## config.mk

```make
export PLATFORM = sky130hd
export DESIGN_NAME = flush_sequencer
export DESIGN_NICKNAME = d
export VERILOG_FILES = /design/src/rtl/flush_sequencer.sv
export SDC_FILE = /design/constraint.sdc
export NUM_CORES = 1
export LEC_CHECK = 0
export ABC_AREA = 1
export BUFFER_PORTS_ARGS = -buffer_cell sky130_fd_sc_hd__buf_2
export CORE_ASPECT_RATIO = 1.1
export CORE_MARGIN = 8
export CORE_UTILIZATION = 40
export CTS_CLUSTER_DIAMETER = 80
export CTS_CLUSTER_SIZE = 25
export DETAILED_ROUTE_END_ITERATION = 7
export PLACE_DENSITY = 0.82
export SETUP_SLACK_MARGIN = 0.02
export SYNTH_ARGS = -nofsm -noshare
export SYNTH_HDL_FRONTEND = slang
export SYNTH_SLANG_ARGS = --single-unit
```

## constraint.sdc

```tcl
create_clock -name clk -period 2.2 [get_ports clk]
set_input_delay 0 -clock clk [delete_from_list [all_inputs] [get_ports clk]]
set_output_delay 0 -clock clk [all_outputs]
set_load 0.05 [all_outputs]
```

## src/rtl/flush_sequencer.sv

```systemverilog
// flush_sequencer: arbitrates exception/ertn/cacop/refetch/idle requests into a flush, optional ICache wait or sleep, then a one-cycle frontend redirect.
//   Ports: clk, rst (sync, active-high); excp/ertn/icache_flush/fetch_flush/idle requests with target PCs;
//   flush_ftq_id_i, interrupt_i, icache_ack_i in; flush_o, frontend_stall_o, icache_req_o,
//   redirect_valid_o/redirect_pc_o/redirect_ftq_id_o, busy_o out (all decoded from registered state).
module flush_sequencer #(
  parameter int FTQ_ID_W   = 3,
  parameter int FLUSH_HOLD = 2
) (
  input  logic                clk,
  input  logic                rst,
  input  logic                excp_i,
  input  logic [31:0]         excp_target_i,
  input  logic                ertn_i,
  input  logic [31:0]         ertn_target_i,
  input  logic                icache_flush_i,
  input  logic [31:0]         icache_pc_i,
  input  logic                fetch_flush_i,
  input  logic [31:0]         fetch_pc_i,
  input  logic                idle_i,
  input  logic [31:0]         idle_pc_i,
  input  logic [FTQ_ID_W-1:0] flush_ftq_id_i,
  input  logic                interrupt_i,
  input  logic                icache_ack_i,
  output logic                flush_o,
  output logic                frontend_stall_o,
  output logic                icache_req_o,
  output logic                redirect_valid_o,
  output logic [31:0]         redirect_pc_o,
  output logic [FTQ_ID_W-1:0] redirect_ftq_id_o,
  output logic                busy_o
);
  typedef enum logic [2:0] {S_IDLE, S_HOLD, S_ICWAIT, S_SLEEP, S_REDIR} state_t;
  typedef enum logic [1:0] {K_OTHER, K_ICACHE, K_IDLE} kind_t;
  localparam logic [3:0] HOLD_LAST = 4'(FLUSH_HOLD - 1);
  state_t              r_state, w_state_nx;
  kind_t               r_kind, w_kind_nx, w_req_kind;
  logic [3:0]          r_cnt, w_cnt_nx;
  logic [31:0]         r_pc, w_pc_nx, w_req_pc;
  logic [FTQ_ID_W-1:0] r_id, w_id_nx;
  logic                w_any_req;
  assign w_any_req  = excp_i | ertn_i | icache_flush_i | fetch_flush_i | idle_i;
  assign w_req_pc   = excp_i ? excp_target_i : ertn_i ? ertn_target_i :
                      icache_flush_i ? icache_pc_i : fetch_flush_i ? fetch_pc_i : idle_pc_i;
  assign w_req_kind = (excp_i | ertn_i) ? K_OTHER : icache_flush_i ? K_ICACHE :
                      fetch_flush_i ? K_OTHER : K_IDLE;
  always_ff @(posedge clk) begin
    if (rst) begin
      r_state <= S_IDLE;
      r_kind  <= K_OTHER;
      r_cnt   <= '0;
      r_pc    <= '0;
      r_id    <= '0;
    end else begin
      r_state <= w_state_nx;
      r_kind  <= w_kind_nx;
      r_cnt   <= w_cnt_nx;
      r_pc    <= w_pc_nx;
      r_id    <= w_id_nx;
    end
  end
  always_comb begin
    w_state_nx = r_state;
    w_kind_nx  = r_kind;
    w_cnt_nx   = r_cnt;
    w_pc_nx    = r_pc;
    w_id_nx    = r_id;
    case (r_state)
      S_IDLE: if (w_any_req) begin
        w_state_nx = S_HOLD;
        w_kind_nx  = w_req_kind;
        w_cnt_nx   = HOLD_LAST;
        w_pc_nx    = w_req_pc;
        w_id_nx    = flush_ftq_id_i;
      end
      S_HOLD: begin
        w_cnt_nx   = (r_cnt == '0) ? r_cnt : r_cnt - 4'd1;
        w_state_nx = (r_cnt != '0) ? S_HOLD : (r_kind == K_ICACHE) ? S_ICWAIT :
                     (r_kind == K_IDLE) ? S_SLEEP : S_REDIR;
      end
      S_ICWAIT: w_state_nx = icache_ack_i ? S_REDIR : S_ICWAIT;
      S_SLEEP: if (excp_i) begin
        // an exception while asleep restarts the flush towards its handler
        w_state_nx = S_HOLD;
        w_kind_nx  = K_OTHER;
        w_cnt_nx   = HOLD_LAST;
        w_pc_nx    = excp_target_i;
        w_id_nx    = flush_ftq_id_i;
      end else if (interrupt_i) w_state_nx = S_REDIR;
      S_REDIR: w_state_nx = S_IDLE;
      default: w_state_nx = S_IDLE;
    endcase
  end
  assign flush_o           = r_state == S_HOLD;
  assign icache_req_o      = r_state == S_ICWAIT;
  assign redirect_valid_o  = r_state == S_REDIR;
  assign busy_o            = r_state != S_IDLE;
  assign frontend_stall_o  = busy_o;
  assign redirect_pc_o     = redirect_valid_o ? r_pc : '0;
  assign redirect_ftq_id_o = redirect_valid_o ? r_id : '0;
endmodule

```

Yosys cells after proc, flatten, opt, wreduce, memory -nomap -nowiden
Cells that the tools add are included.
{"block": "word_totals", "ff_bits": 44, "input_bits": 172, "out_inout_bits": 40, "wordCells": 59}
{"block": "op_classes", "add_sub_neg": 1, "eq_ne": 10, "n_mux": 30, "n_bitwise": 4, "n_reduce_logical": 9}
{"op": "two-way mux 32 bit", "n": 7}
{"op": "one-hot mux 32 bit (2 select lines)", "n": 1}
{"op": "two-way mux 3 bit", "n": 10}
{"op": "two-way mux 4 bit", "n": 3}
{"op": "one-hot mux 3 bit (4 select lines)", "n": 1}
{"op": "one-hot mux 4 bit (3 select lines)", "n": 1}
{"op": "two-way mux 2 bit", "n": 5}
{"op": "== test 3 x 2 -> 1 bit, second input constant", "n": 2}
{"op": "inequality test 2 bit, second input constant", "n": 3}
{"op": "one-hot mux 3 bit (2 select lines)", "n": 1}
{"op": "nonzero test 3 bit", "n": 2}
{"op": "zero test 4 bit", "n": 1}
{"op": "OR 1 bit", "n": 4}
{"op": "one-hot mux 2 bit (2 select lines)", "n": 1}
{"op": "AND reduction 4 bit", "n": 1}
{"op": "nonzero test 4 bit", "n": 1}
{"op": "subtractor 4 x 1 -> 4 bit, second input constant", "n": 1}
{"op": "== test 3 x 1 -> 1 bit, second input constant", "n": 1}
{"op": "== test 3 bit, second input constant", "n": 1}
{"op": "zero test 3 bit", "n": 1}
{"op": "inequality test 3 bit, second input constant", "n": 1}
{"op": "AND reduction 3 bit", "n": 1}
{"op": "== test 2 x 1 -> 1 bit, second input constant", "n": 1}
{"op": "== test 2 bit, second input constant", "n": 1}
{"op": "other kinds (2)", "n": 2}

Depth between registers and ports, before layout
Gate-level depths: netlist of run 1.
{"block": "depth", "word_depth": 6, "mapped_depth": 11, "depth_no_buf": 9}

Worst setup path before layout of run 1
OpenSTA, ideal clock, no wires.
{"block": "synth_path", "path_kind": "register to output", "start": "reg r_state[1]", "end": "out redirect_ftq_id_o[0]", "t_arrival_ns": 2.909, "setup_slack_ns": -0.709, "stages_incl_launch_ff": 5, "n_path_buf": 1, "cell_sequence": "dfxtp_1 nor3_1 clkinv_1 buf_2 nor2_1"}
{"block": "synth_between", "elab_chain_len": 2}
{"item": "start: declaration", "line_no": "35", "rtl": "state_t r_state, w_state_nx;"}
{"item": "start signal: assignment", "line_no": "54", "rtl": "r_state <= w_state_nx;"}
{"item": "== test 3 bit", "line_no": "95", "rtl": "assign redirect_valid_o = r_state == S_REDIR;"}
{"item": "net redirect_valid_o", "line_no": "27", "rtl": "output logic redirect_valid_o,"}
{"item": "two-way mux 3 bit", "line_no": "99", "rtl": "assign redirect_ftq_id_o = redirect_valid_o ? r_id : '0;"}
{"item": "end: declaration", "line_no": "29", "rtl": "output logic [FTQ_ID_W-1:0] redirect_ftq_id_o,"}
The timed path passes the listed nets, and every way through them passes these cells.

Final worst setup path of run 1
{"block": "layout_path", "start": "reg r_state[0]", "end": "reg r_id[2]"}
{"block": "layout_between", "elab_chain_len": 3}
{"item": "== test 3 x 2 -> 1 bit or zero test 3 bit (tied branches)", "line_no": "67", "rtl": "case (r_state)"}
{"item": "inequality test 2 bit (no line) or nonzero test 2 bit (tied branches)"}
{"item": "AND reduction 3 bit (no line)"}
{"item": "end signal: assignment", "line_no": "58", "rtl": "r_id <= w_id_nx;"}
{"item": "end: declaration", "line_no": "39", "rtl": "logic [FTQ_ID_W-1:0] r_id, w_id_nx;"}
Parallel ways exist; a longest one is shown, timed or not.
A chain may end at the register's enable or synchronous reset.

==> results.txt, run 1 <==
The run finished with clean final reports. The largest single stage delay on the critical path is 0.43 ns. The final number of hold-violating endpoints was 0. The tools report the count of routing violations after the opening detailed-route iteration as 244.

Static leakage: 2.74 nW. The type of element launching the critical path is a flop. In this run the worst hold path is classified as input pin to flop. The startpoint identified for the worst hold timing path is excp_target_i[22]. Final-report max-slew violation count: 0. The clock reaches the later pin of the worst-skew pair after 0.30 ns.

Sorting the synthesized cells by how often they occur yields 222 x nand2_1, 154 x nor2_1, 53 x inv_1. Setup slack on the worst reg-to-reg path comes out at 0.50 ns. The library cell with the highest instance count after synthesis was nand2_1. TritonCTS built the clock tree.

Along the worst path, the maximum fanout reaches 38. The endpoint identified for the worst register-to-register timing path is r_id[2]$_SDFFE_PP0P_. The signal on the critical path passes through inv_1 > nand3_2 > inv_2 > nand2_2 > nand2_2 > o21ai_1 > nor2_1. After layout, the worst path uses 77.1% of the clock period. The logs give 3620 sq um for the cell area after synthesis and 4820 sq um for the final cell area excluding filler cells. The top cell type by total area after synthesis was dfxtp_1. Pin placement for this block handled 212 I/O pins.

The tools report the number of violations of the max-capacitance limit as 0. Counting instances, the worst hold path has a depth of 5. The logs give 0 for the number of cells upsized or downsized after cts and 20.3% for the global-route usage over all layers.

The total global routing overflow was 0; the post-CTS setup-driven buffer insertion count was 0. After detailed routing, the number of vias per cell comes to 4.68. Deepest clock path buffer count: 2. At the worst endpoint, the arrival time is 1.88 ns. The logs give 4 for the hold buffer count at CTS and 5 for the number of iterations in the first detailed-routing pass.

The routability-driven placement congestion ratio was 0.912; the number of enable-type register cells in the synthesized netlist was 0. The cell count after synthesis came out at 675. The power per unit of standard cell area works out to 785 nW/um^2. The prevailing post-synth register cell was dfxtp_1. For the pin with the worst max-slew slack, the measured transition is 0.717 ns. The startpoint identified for the worst register-to-register timing path is r_state[0]$_SDFFE_PP0P_.

On the final layout, the worst clock skew is 0.00824 ns. Before CTS, the worst setup slack after placement is 0.510 ns. Die span in y: 116 um.

Setup slack closes at 0.504 ns. The path depth of the worst reg2reg path is 7, and the required time at the worst-slack endpoint is 2.39 ns. The first-pass GRT wire length was 20700 um. The synthesized design devotes to its leading area cell type 24.3% of total area. Setup repair after global routing left no endpoint under its margin. The tools report the final total power as 3.78 mW.

Master cell of the clock root buffer: clkbuf_8. The logs give 0 for the warning count from the yosys run and 1044 for the number of nets at the end of the flow. The number of antenna violations at the first check in global routing is 0. The total cell area at the placement stage was 4690 sq um. The post-route netlist has 29.9% of its cells at a drive strength greater than 1. The routed layout has 4614 vias. Synthesis inferred 44 register bits. The worst hold endpoint is r_pc[22]$_SDFFE_PP0P_.

The run gives 24.3% as the register area share after synthesis. The pin count of the biggest net entering global routing was 39; the placeable core region was 8830 sq um. STA classifies the critical path endpoint as a flop. In the final routed layout, each cell accounts on average for 13.1 um. In this run the tightest slew margin relative to its limit is 52.0%. The floorplan step set the die width to 107 um.

Number of buffers inserted during clock tree synthesis: 5. For the die area, the log shows 12400 sq um. The worst setup path is of the flop to flop kind. The count of buffers added on input and output ports is 211. The layout overhead on the synthesized area was 33.1%; the total of endpoints with negative setup slack in the final report was 0.

The worst-path cell with the longest stage delay is dfxtp_1. In this design, the critical path's most frequently occurring cell is nand2_2. The logs give 2 for the number of levels the H-tree was split into and 13000 um for the total wire length. The residual antenna-violating net count after detailed routing is 0, and the fraction of registers with async set/reset is 0%.

The cell total after placement was 973. The number of placement rows was 36. Once layout is complete, the cells apart from fillers number 986. By area the synthesized netlist is led by dfxtp_1 24%, nand2_1 23%, nor2_1 16%. The minimum clock period was 1.70 ns; the post-detailed-placement half-perimeter wirelength was 10500 um.

Clock net sink count: 44. Derived from the worst setup path, the maximum achievable clock frequency is 590 MHz. The number of nets handed over by synthesis was 849. Clock-pin slew was measured on the worst setup and hold paths at 0.08 ns.

The tools report the worst-case vdd ir drop as 0.000354 V. After detailed routing, the number of remaining DRC violations is 0. The average cell area after synthesis was 5.37 sq um; the initial core utilization was 41.0%. The via count of the first global-routing pass is 4470, and the number of distinct library cell variants in the gate-level netlist after synthesis is 29.
cells by family after synthesis:
kind of cell	Yosys count	synth area share, %
buffers and inverters	100	12.6
AOI/OAI and AO/OA	76	10.7
and+or+nand+nor	452	51.5
xor gates and xnor gates	1	0.242
adders and majority gates	2	0.691
DFF	44	24.3
critical path: cells and delay by family, from the launching register on:
kind	cells	cell delay, ns
DFF	1	0.43
buffers and inverters	2	0.16
and+or+nand+nor	4	0.71
AOI/OAI and AO/OA	1	0.29
placed cells by master (no fill, tap or decap):
master	count
nand3_1	44
clkinv_2	2
nor2_4	2
nor2_1	154
buf_2	211
o21ai_1	12
nand2_1	222
nor2_2	5
clkinv_1	2
clkbuf_8	5
xor2_1	1
nor3_2	1
inv_2	5
nand3_4	1
or2_1	4
a21oi_1	30
nand2_2	2
o21ai_0	32
clkinv_4	1
dlygate4sd3_1	4
nand2_4	1
or2_0	6
nand3_2	2
buf_4	13
ha_1	2
diode_2	1
or2_2	8
dfxtp_1	44
inv_1	53
a211oi_1	1
a21oi_2	1
per-stage QoR:
stage          util (%)  setup TNS (ns)  hold slack (ns)
4_1_cts            54.6               0           0.0165
3_3_place_gp       53.1               0            0.244
3_5_place_dp       53.1               0            0.265
2_1_floorplan         -           -3.91           0.0691
5_1_grt            54.6               0           0.0437
6_report           54.6               0           0.0207
routing by layer:
metal / GRT usage [%] / vias to the layer above / share of wire, %
met5: 0 / - / 0
met4: 8.45 / 0 / 2.7
met3: 3.95 / 24 / 6.6
li1: - / 2454 / -
met2: 33.6 / 164 / 48
met1: 25.1 / 1972 / 43
state kept, by name, summed over array words and instances, names as in the netlist:
| signal | cells |
|---|---|
| r_pc | 32 |
| r_cnt | 4 |
| r_id | 3 |
| r_state | 3 |
| r_kind | 2 |
area by class of cell:
class	count	area (sq um)
sequential	44	881
multi-input combinational	531	2290
timing repair buffer	228	1190
clock buffer	5	68.8
inverter	60	225
clock inverter	3	18.8
antenna	1	2.50
tap	114	143
fill	935	4010
power breakdown:
group | internal (mW) | total, mW | switching [mW] | leakage, nW
Sequential | 1.09 | 1.25 | 0.160 | 0.365
Clock | 0.221 | 0.498 | 0.276 | 0.0479
Combinational | 0.666 | 2.03 | 1.37 | 2.33
worst max-delay path by stage:
stage	startpoint	to	slack, ns	cells after the start
after floorplan	r_state[0]$_SDFFE_PP0P_	redirect_ftq_id_o[0]	-0.13	4
after global placement	r_state[2]$_SDFFE_PP0P_	r_kind[0]$_SDFFE_PP0P_	0.57	8
after detailed placement	r_state[0]$_SDFFE_PP0P_	r_id[2]$_SDFFE_PP0P_	0.51	7
after CTS	r_state[0]$_SDFFE_PP0P_	r_id[2]$_SDFFE_PP0P_	0.48	7
after global routing	r_state[0]$_SDFFE_PP0P_	r_pc[30]$_SDFFE_PP0P_	0.26	7
final	r_state[0]$_SDFFE_PP0P_	r_id[2]$_SDFFE_PP0P_	0.50	7
Note: power is estimated with default switching activity, not from simulation.
==> run 2: changes to the inputs <==
ABC_AREA = 0   (was 1)
CORE_UTILIZATION = 39   (was 40)
PLACE_DENSITY = 0.86   (was 0.82)
clock period = 1.5 ns   (was 2.2 ns; I/O delays follow)
==> run 2 against run 1 <==
Worst setup slack got worse by 0.95 ns. Global-route usage rose by 8.3 points. Utilization rose by 26 points. Largest cell class unchanged. Final cell count fell by 20%. Maximum frequency fell by 13%. Synthesized area fell by 8.7%. Clock power rose by 56%. Critical endpoint is now r_pc[15]$_SDFFE_PP0P_. The run now ends with negative setup slack left. Die area fell by 5.5%.
==> results.txt, run 2 <==
The run finished, with violations left. The final reports fail on negative setup slack. Counting flops and latches in the post-synthesis netlist gives 44. The min-delay analysis places its worst path in the category input pin to flop.

The logs give 0 for the warning count from the yosys run and 5 for the number of buffers inserted during clock tree synthesis. TritonCTS built the clock tree. The logs give 847 for the number of nets at the end of the flow and 19600 um for the total wire length. CTS saw 44 sinks. The tools report the first-pass GRT wire length as 27300 um. Setup violations remaining at the end of the flow were counted as 79. For this run, the leading register cell type out of synthesis is dfxtp_1. After synthesis, the most frequently instantiated cells are 44 x dfxtp_1, 40 x nand2_1, 35 x and3_1, 35 x clkbuf_1.

The timing-limited maximum frequency came out at 515 MHz. The number of iterations in the first detailed-routing pass was 5; the global-route usage over all layers was 28.6%. The number of standard cells after synthesis was 394; the routability-driven placement congestion ratio was 0.871. The number of enable-type register cells in the synthesized netlist is 0, and the clock latency on the worst-skew pair is 0.31 ns. The number of placement rows was 35; the worst-case headroom to the max-slew limit was 51.8%. STA classifies the critical path startpoint as a flop. After the first detailed-routing iteration, the DRC count stood at 412. The tools report the reg-to-reg endpoint as r_pc[15]$_SDFFE_PP0P_. The library cell used most frequently in the layout, excluding fill and tap cells, is buf_2. Cells with a size suffix above 1 make up 59.7% of the layout. In this run the cell area measured after placement is 4730 sq um.

Largest register by flop count: r_pc. In this run the biggest area consumer among cell types represents 26.6% of the synthesized area. The post-detailed-placement half-perimeter wirelength is 10500 um. Static leakage: 2.91 nW. In this run the critical register-to-register path is launched from r_state[2]$_SDFFE_PP0P_. The tools report the residual antenna-violating net count after detailed routing as 0. The minimum clock period was 1.94 ns.

The H-tree was split into 2 levels. The via count of the routed design is 4983. With fillers left out, the area of the finished cells amounts to 6730 sq um.

The cell class contributing the biggest share of worst-path delay is simple AND/OR/NAND/NOR gates. Summing every instance area after synthesis gives 3310 sq um. The top cell types in the final layout, fill and taps aside, are 173 x buf_2, 39 x buf_8, 39 x dfxtp_1.

The I/O pin total was 212; the fraction of registers with async set/reset was 0%. From bottom edge to top edge, the die measures 113 um. By area the synthesized netlist is led by dfxtp_1 27%, mux2i_1 9.4%, nand4b_1 8.2%.

Entering global routing, the biggest net connects 78 pins. The worst-case vdd ir drop is 0.000477 V, and the placeable core region is 8320 sq um. The clock passes through at most 2 buffers.

Of all nets on the critical path, the largest fanout is 7. The classification of the worst setup path was flop to flop. Setup repair after global routing could not meet its margin everywhere. The worst register-to-register path has a depth of 7. Once layout is complete, the utilization of the core stands at 80.8%. Between clock sinks in the finished design, the worst skew comes to 0.0117 ns. The logs give 5219 for the via count of the first global-routing pass and 0 for the number of violations of the max-capacitance limit.

The number of flip-flops in the largest register was 32; the number of distinct library cell variants in the gate-level netlist after synthesis was 48. Counting both buffers and inverters, the worst setup path holds a total of 3. The register-to-register path setup slack came out at -0.44 ns.

Clock slew at the register clock pins of the worst setup and hold paths: 0.09 ns. The post-route setup TNS was -13.01 ns. The power per unit of standard cell area is 822 nW/um^2, and the critical path data arrival time is 2.15 ns. The tools report the endpoint class of the critical path as a flop. The final number of hold-violating endpoints came out at 0.

The critical hold path startpoint was interrupt_i. For this configuration, the core starts out at a cell density of 39.7%. The slew at the pin closest to its max-slew limit was 0.722 ns; the final-report max-slew violation count was 0. Sequential elements use 26.6% of the synthesized area.

During placement, the flow inserted port buffers numbering 211. Synthesis produced a netlist with a net count of 568. Compared with the post-synthesis result, the final layout area differs by 103%. The total global routing overflow was 0. Among all cell types in the netlist, the one instantiated most often is dfxtp_1.

The floorplan step defined a die boundary enclosing 11700 sq um. The worst path setup slack after routing came out at -0.443 ns. Master cell of the clock root buffer: clkbuf_8.

The worst hold path passes through 4 cells. The biggest cell delay along the critical path came out at 0.42 ns. The largest total area in the synthesized netlist belongs to dfxtp_1.

For the worst setup path, the data required time is 1.71 ns. The mean routed wirelength per cell works out to 24.9 um. Walking the worst path, the cells encountered are and4b_2 > a211oi_4 > buf_4 > buf_6 > buf_8 > nand3b_1 > o311ai_4. Each instance of the synthesized netlist takes up on average 8.39 sq um. Dividing the detail-routed via count by the number of cells gives 6.35. The period utilization is 130%. The path with the worst hold slack has its endpoint at r_state[0]$_SDFFE_PP0P_. In the final layout, the registers with the most flip-flops are r_pc: 32 flops, r_cnt: 4 flops. The worst-path cell with the longest stage delay is dfxtp_4.

The floorplan step set the die width to 104 um. For the number of antenna violations at the first check in global routing, the log shows 1. After detailed routing, the number of remaining DRC violations is 0.
-- run 2: where the power goes --
part / leakage [nW] / internal (mW) / switching [mW]
combinational: 2.51 / 1.62 / 1.64
sequential: 0.367 / 1.35 / 0.144
clock: 0.0400 / 0.317 / 0.459
-- run 2: stage by stage --
step                      hold WS (ns)  power, mW  std cells  worst slack [ns]
after floorplan                  0.136       2.52        394            -0.208
after global placement           0.244       3.13        709            -0.187
after detailed placement         0.252       3.22        709            -0.319
after CTS                       0.0149       5.05        784            -0.245
after global routing            0.0598       5.67        785            -0.444
final                           0.0342       5.53        785            -0.443
-- run 2: kinds of logic (layout without fill, tap and decap cells) --
family | Yosys count | after routing | synth area share [%]
AOI/OAI and AO/OA | 89 | 89 | 22.4
and+or+nand+nor | 169 | 169 | 32.5
adders and majority gates | 2 | 2 | 0.757
DFF | 44 | 44 | 26.6
buffers and inverters | 56 | 335 | 7.34
muxes | 34 | 34 | 10.4
other | 0 | 1 | 0
-- run 2: per-layer routing --
layer	GRT usage, %	vias to the layer above	routed length [um]
met5	0	-	0
met4	17.8	0	1150
met3	5.73	92	1730
met2	50.0	380	9790
met1	31.1	2390	6890
li1	-	2121	-
-- run 2: worst max path at each step --
stage                                  startpoint  slack [ns]  cells past startpoint               endpoint
after floorplan             r_cnt[0]$_SDFFE_PP0P_       -0.21                      6  r_cnt[3]$_SDFFE_PP0P_
after global placement              fetch_flush_i       -0.19                      6   r_pc[8]$_SDFFE_PP0P_
after detailed placement  r_state[1]$_SDFFE_PP0P_       -0.32                      5  r_pc[12]$_SDFFE_PP0P_
after CTS                   r_cnt[0]$_SDFFE_PP0P_       -0.25                      7  r_cnt[1]$_SDFFE_PP0P_
after global routing      r_state[2]$_SDFFE_PP0P_       -0.44                      7  r_pc[15]$_SDFFE_PP0P_
final                     r_state[2]$_SDFFE_PP0P_       -0.44                      7  r_pc[15]$_SDFFE_PP0P_
-- run 2: repair_timing --
item	4_1_cts	5_1_grt
setup endpoints to repair	82	82
gates resized for setup	213	96
buffers inserted	20	5
pin swaps	39	35
hold buffers	34	0
cloned	14	4
endpoints found under the hold margin	34	0
-- run 2: layout make-up --
class	instances	area, sq um
antenna	1	2.50
timing repair buffer	321	2680
clock inverter	2	12.5
fill	468	1600
sequential	44	895
tap	111	139
clock buffer	5	68.8
multi-input combinational	294	2900
inverter	7	26.3
-- run 2: worst min-delay path: cells and delay by family --
| kind | cells | cell delay [ns] |
|---|---|---|
| and+or+nand+nor | 2 | 0.14 |
| buffers and inverters | 1 | 0.09 |
| AOI/OAI and AO/OA | 1 | 0.08 |
==> run 3: changes to the inputs <==
SKIP_CTS_REPAIR_TIMING = 1   (was not set)
==> run 3 against run 2 <==
The run ends with negative hold slack, negative setup slack left. Critical endpoint is now r_cnt[3]$_SDFFE_PP0P_. Routed wire length down 15%. Global-route usage down 6.5 points. Clock power down 2%. Cell area down 6.6%. Critical path depth down 1.
==> results.txt, run 3 (synthesis results as in run 2) <==
STA classifies the critical path endpoint as a flop. For the worst setup path, the data required time is 1.71 ns. The H-tree was split into 2 levels. The tools report the initial core utilization as 39.7%. The first detailed-routing pass took 5 iterations.

The largest register by flop count is r_pc. The period utilization was 119%. The library cell used most frequently in the layout, excluding fill and tap cells, is buf_2. The logs give 2.00 ns for the critical path data arrival time and 5 for the number of buffers inserted during clock tree synthesis. The run gives 2720 sq um as the multi-input logic area. The run gives 0 as the final-report max-slew violation count. The count of nets left with antenna violations once routing finished came out at 0. The worst path setup slack after routing came out at -0.287 ns. The slew at the pin closest to its max-slew limit is 0.657 ns. The final reports fail on negative hold slack, negative setup slack.

The number of antenna violations at the first check in global routing came out at 0. The top cell types in the final layout, fill and taps aside, are 173 x buf_2, 41 x buf_8, 39 x dfxtp_1. The die span in y works out to 113 um. In the final routed layout, each cell accounts on average for 21.9 um. Of the cells placed in the final design, the portion with a size suffix greater than 1 is 59.2%.

The clock passes through at most 2 buffers. The register with the most flip-flops in the layout has 32 of them. The timing-limited maximum frequency came out at 559 MHz. The routability-driven placement congestion ratio is 0.871, and the fill cell total of the finished layout is 545. The power per unit of standard cell area works out to 807 nW/um^2. The run finished, with violations left. In this run the static leakage power is 2.73 nW. The switching part of the total power was 39.1%; the net switching component of the power was 1.98 mW. The classification of the worst setup path is flop to flop.

Setup repair after global routing could not meet its margin everywhere. For this design the top-level I/O count stands at 212. TritonCTS built the clock tree. For the final hold slack, the log shows -0.0254 ns.

The run gives 0 as the number of violations of the max-capacitance limit. Clock tree synthesis selected as its root buffer the cell clkbuf_8. The tools report the count of routing violations after the opening detailed-route iteration as 328. The placed instances occupy a cell area of 4730 sq um. Register-to-register path setup slack: -0.29 ns. In this run the tightest slew margin relative to its limit is 56.2%. Leaving out filler cells and counting taps, the final layout contains 760. The run gives 4586 as the via count of the routed design. Once layout is done, the placed cells without fillers occupy 6280 sq um. For the worst setup slack before clock tree synthesis, the log shows -0.319 ns.

In this run the tool buffered the top-level ports with 211 buffer cells. Core occupancy in the finished layout: 75.5%. The share of total power in combinational logic is 55.8%, and the per-cell via count in the routed design is 6.03. In the global route stage, overall resource usage came out at 22.0%. For this design, the sink count on the clock tree is 44. Worst clock skew: 0.0128 ns. For the number of placement rows, the log shows 35.

Internal power comes to 3.08 mW. In the final layout, the registers with the most flip-flops are r_pc: 32 flops, r_cnt: 4 flops. For this run, design rule violations remaining after detail routing come to 0. The core region is 8320 sq um. The share of total power dissipated in sequential elements is 29.1%. The total global routing overflow was 0; the cell total after placement was 709. The net count of the finished layout is 823. The register area is 895 sq um. The first global-routing pass estimated 21600 um of wire.

The logs give 15.0% for the fraction of power consumed by the clock network and 16600 um for the total wire length. The clock slew at the register clock pins of the worst setup and hold paths is 0.09 ns. Adding up every negative setup slack in the final design gives -9.84 ns.

The floorplan die width came out at 104 um. The path type of the worst min-delay path is input pin to flop. Of all nets on the critical path, the largest fanout is 3. STA classifies the critical path startpoint as a flop. Detailed placement finished with a half-perimeter wire length of 10500 um.

The minimum clock period was 1.79 ns; the worst-case vdd ir drop was 0.000438 V. The logs give 11700 sq um for the die area and 78 for the total of endpoints with negative setup slack in the final report. The tools report the antenna cell count as 0. The logs give 5.07 mW for the final total power and 6 for the final number of hold-violating endpoints. Compared with the post-synthesis result, the final layout area differs by 89.9%. At the later pin of the worst-skew pair, clock insertion delay measures 0.31 ns. The via count of the first global-routing pass was 4519.

Pin count of the biggest net entering global routing: 78.
run 3: cell types whose count changed in the layout (fill, tap and decap cells not counted), sizes merged:
cell	before	now
clkbuf	9	11
dlygate4sd3	34	21
diode	1	0
buf	283	270
run 3: path summary, 6_finish.rpt:
| path | from | endpoint | depth (start not counted) |
|---|---|---|---|
| max | r_cnt[1]$_SDFFE_PP0P_ | r_cnt[3]$_SDFFE_PP0P_ | 6 |
| min | excp_target_i[11] | r_pc[11]$_SDFFE_PP0P_ | 3 |
| max reg2reg | r_cnt[1]$_SDFFE_PP0P_ | r_cnt[3]$_SDFFE_PP0P_ | 6 |
| min reg2reg | r_pc[28]$_SDFFE_PP0P_ | r_pc[28]$_SDFFE_PP0P_ | 2 |
run 3: power by group through the flow:
stage	logic, mW	clock network, mW	registers (mW)
floorplan	1.08	0	1.44
global route	2.96	0.796	1.50
detailed placement	1.74	0	1.48
global placement	1.67	0	1.47
finish	2.83	0.761	1.48
CTS	1.75	0.770	1.45
run 3: area by class of cell:
cell class,count,area share [%]
flip-flops and latches,44,14.2
repair buffers,297,38.5
clock buffers,5,1.10
well taps,111,2.21
multi-input cells,294,43.3
clock inverters,2,0.199
inverters,7,0.418
run 3: layer usage:
layer | share of wire, % | track usage (%) | routed length (um) | up-vias
li1 | - | - | - | 2074
met3 | 7.1 | 5.21 | 1180 | 67
met1 | 38 | 25.1 | 6240 | 2163
met4 | 5.1 | 9.47 | 851 | 0
met5 | 0 | 0 | 0 | -
met2 | 50 | 38.4 | 8370 | 282
run 3: critical path: stages (launching register included):
cell       delay, ns
dfxtp_2         0.36
inv_2           0.05
ha_4            0.15
or3b_4          0.25
o2111ai_4       0.14
a2111oi_2       0.36
mux2_2          0.37
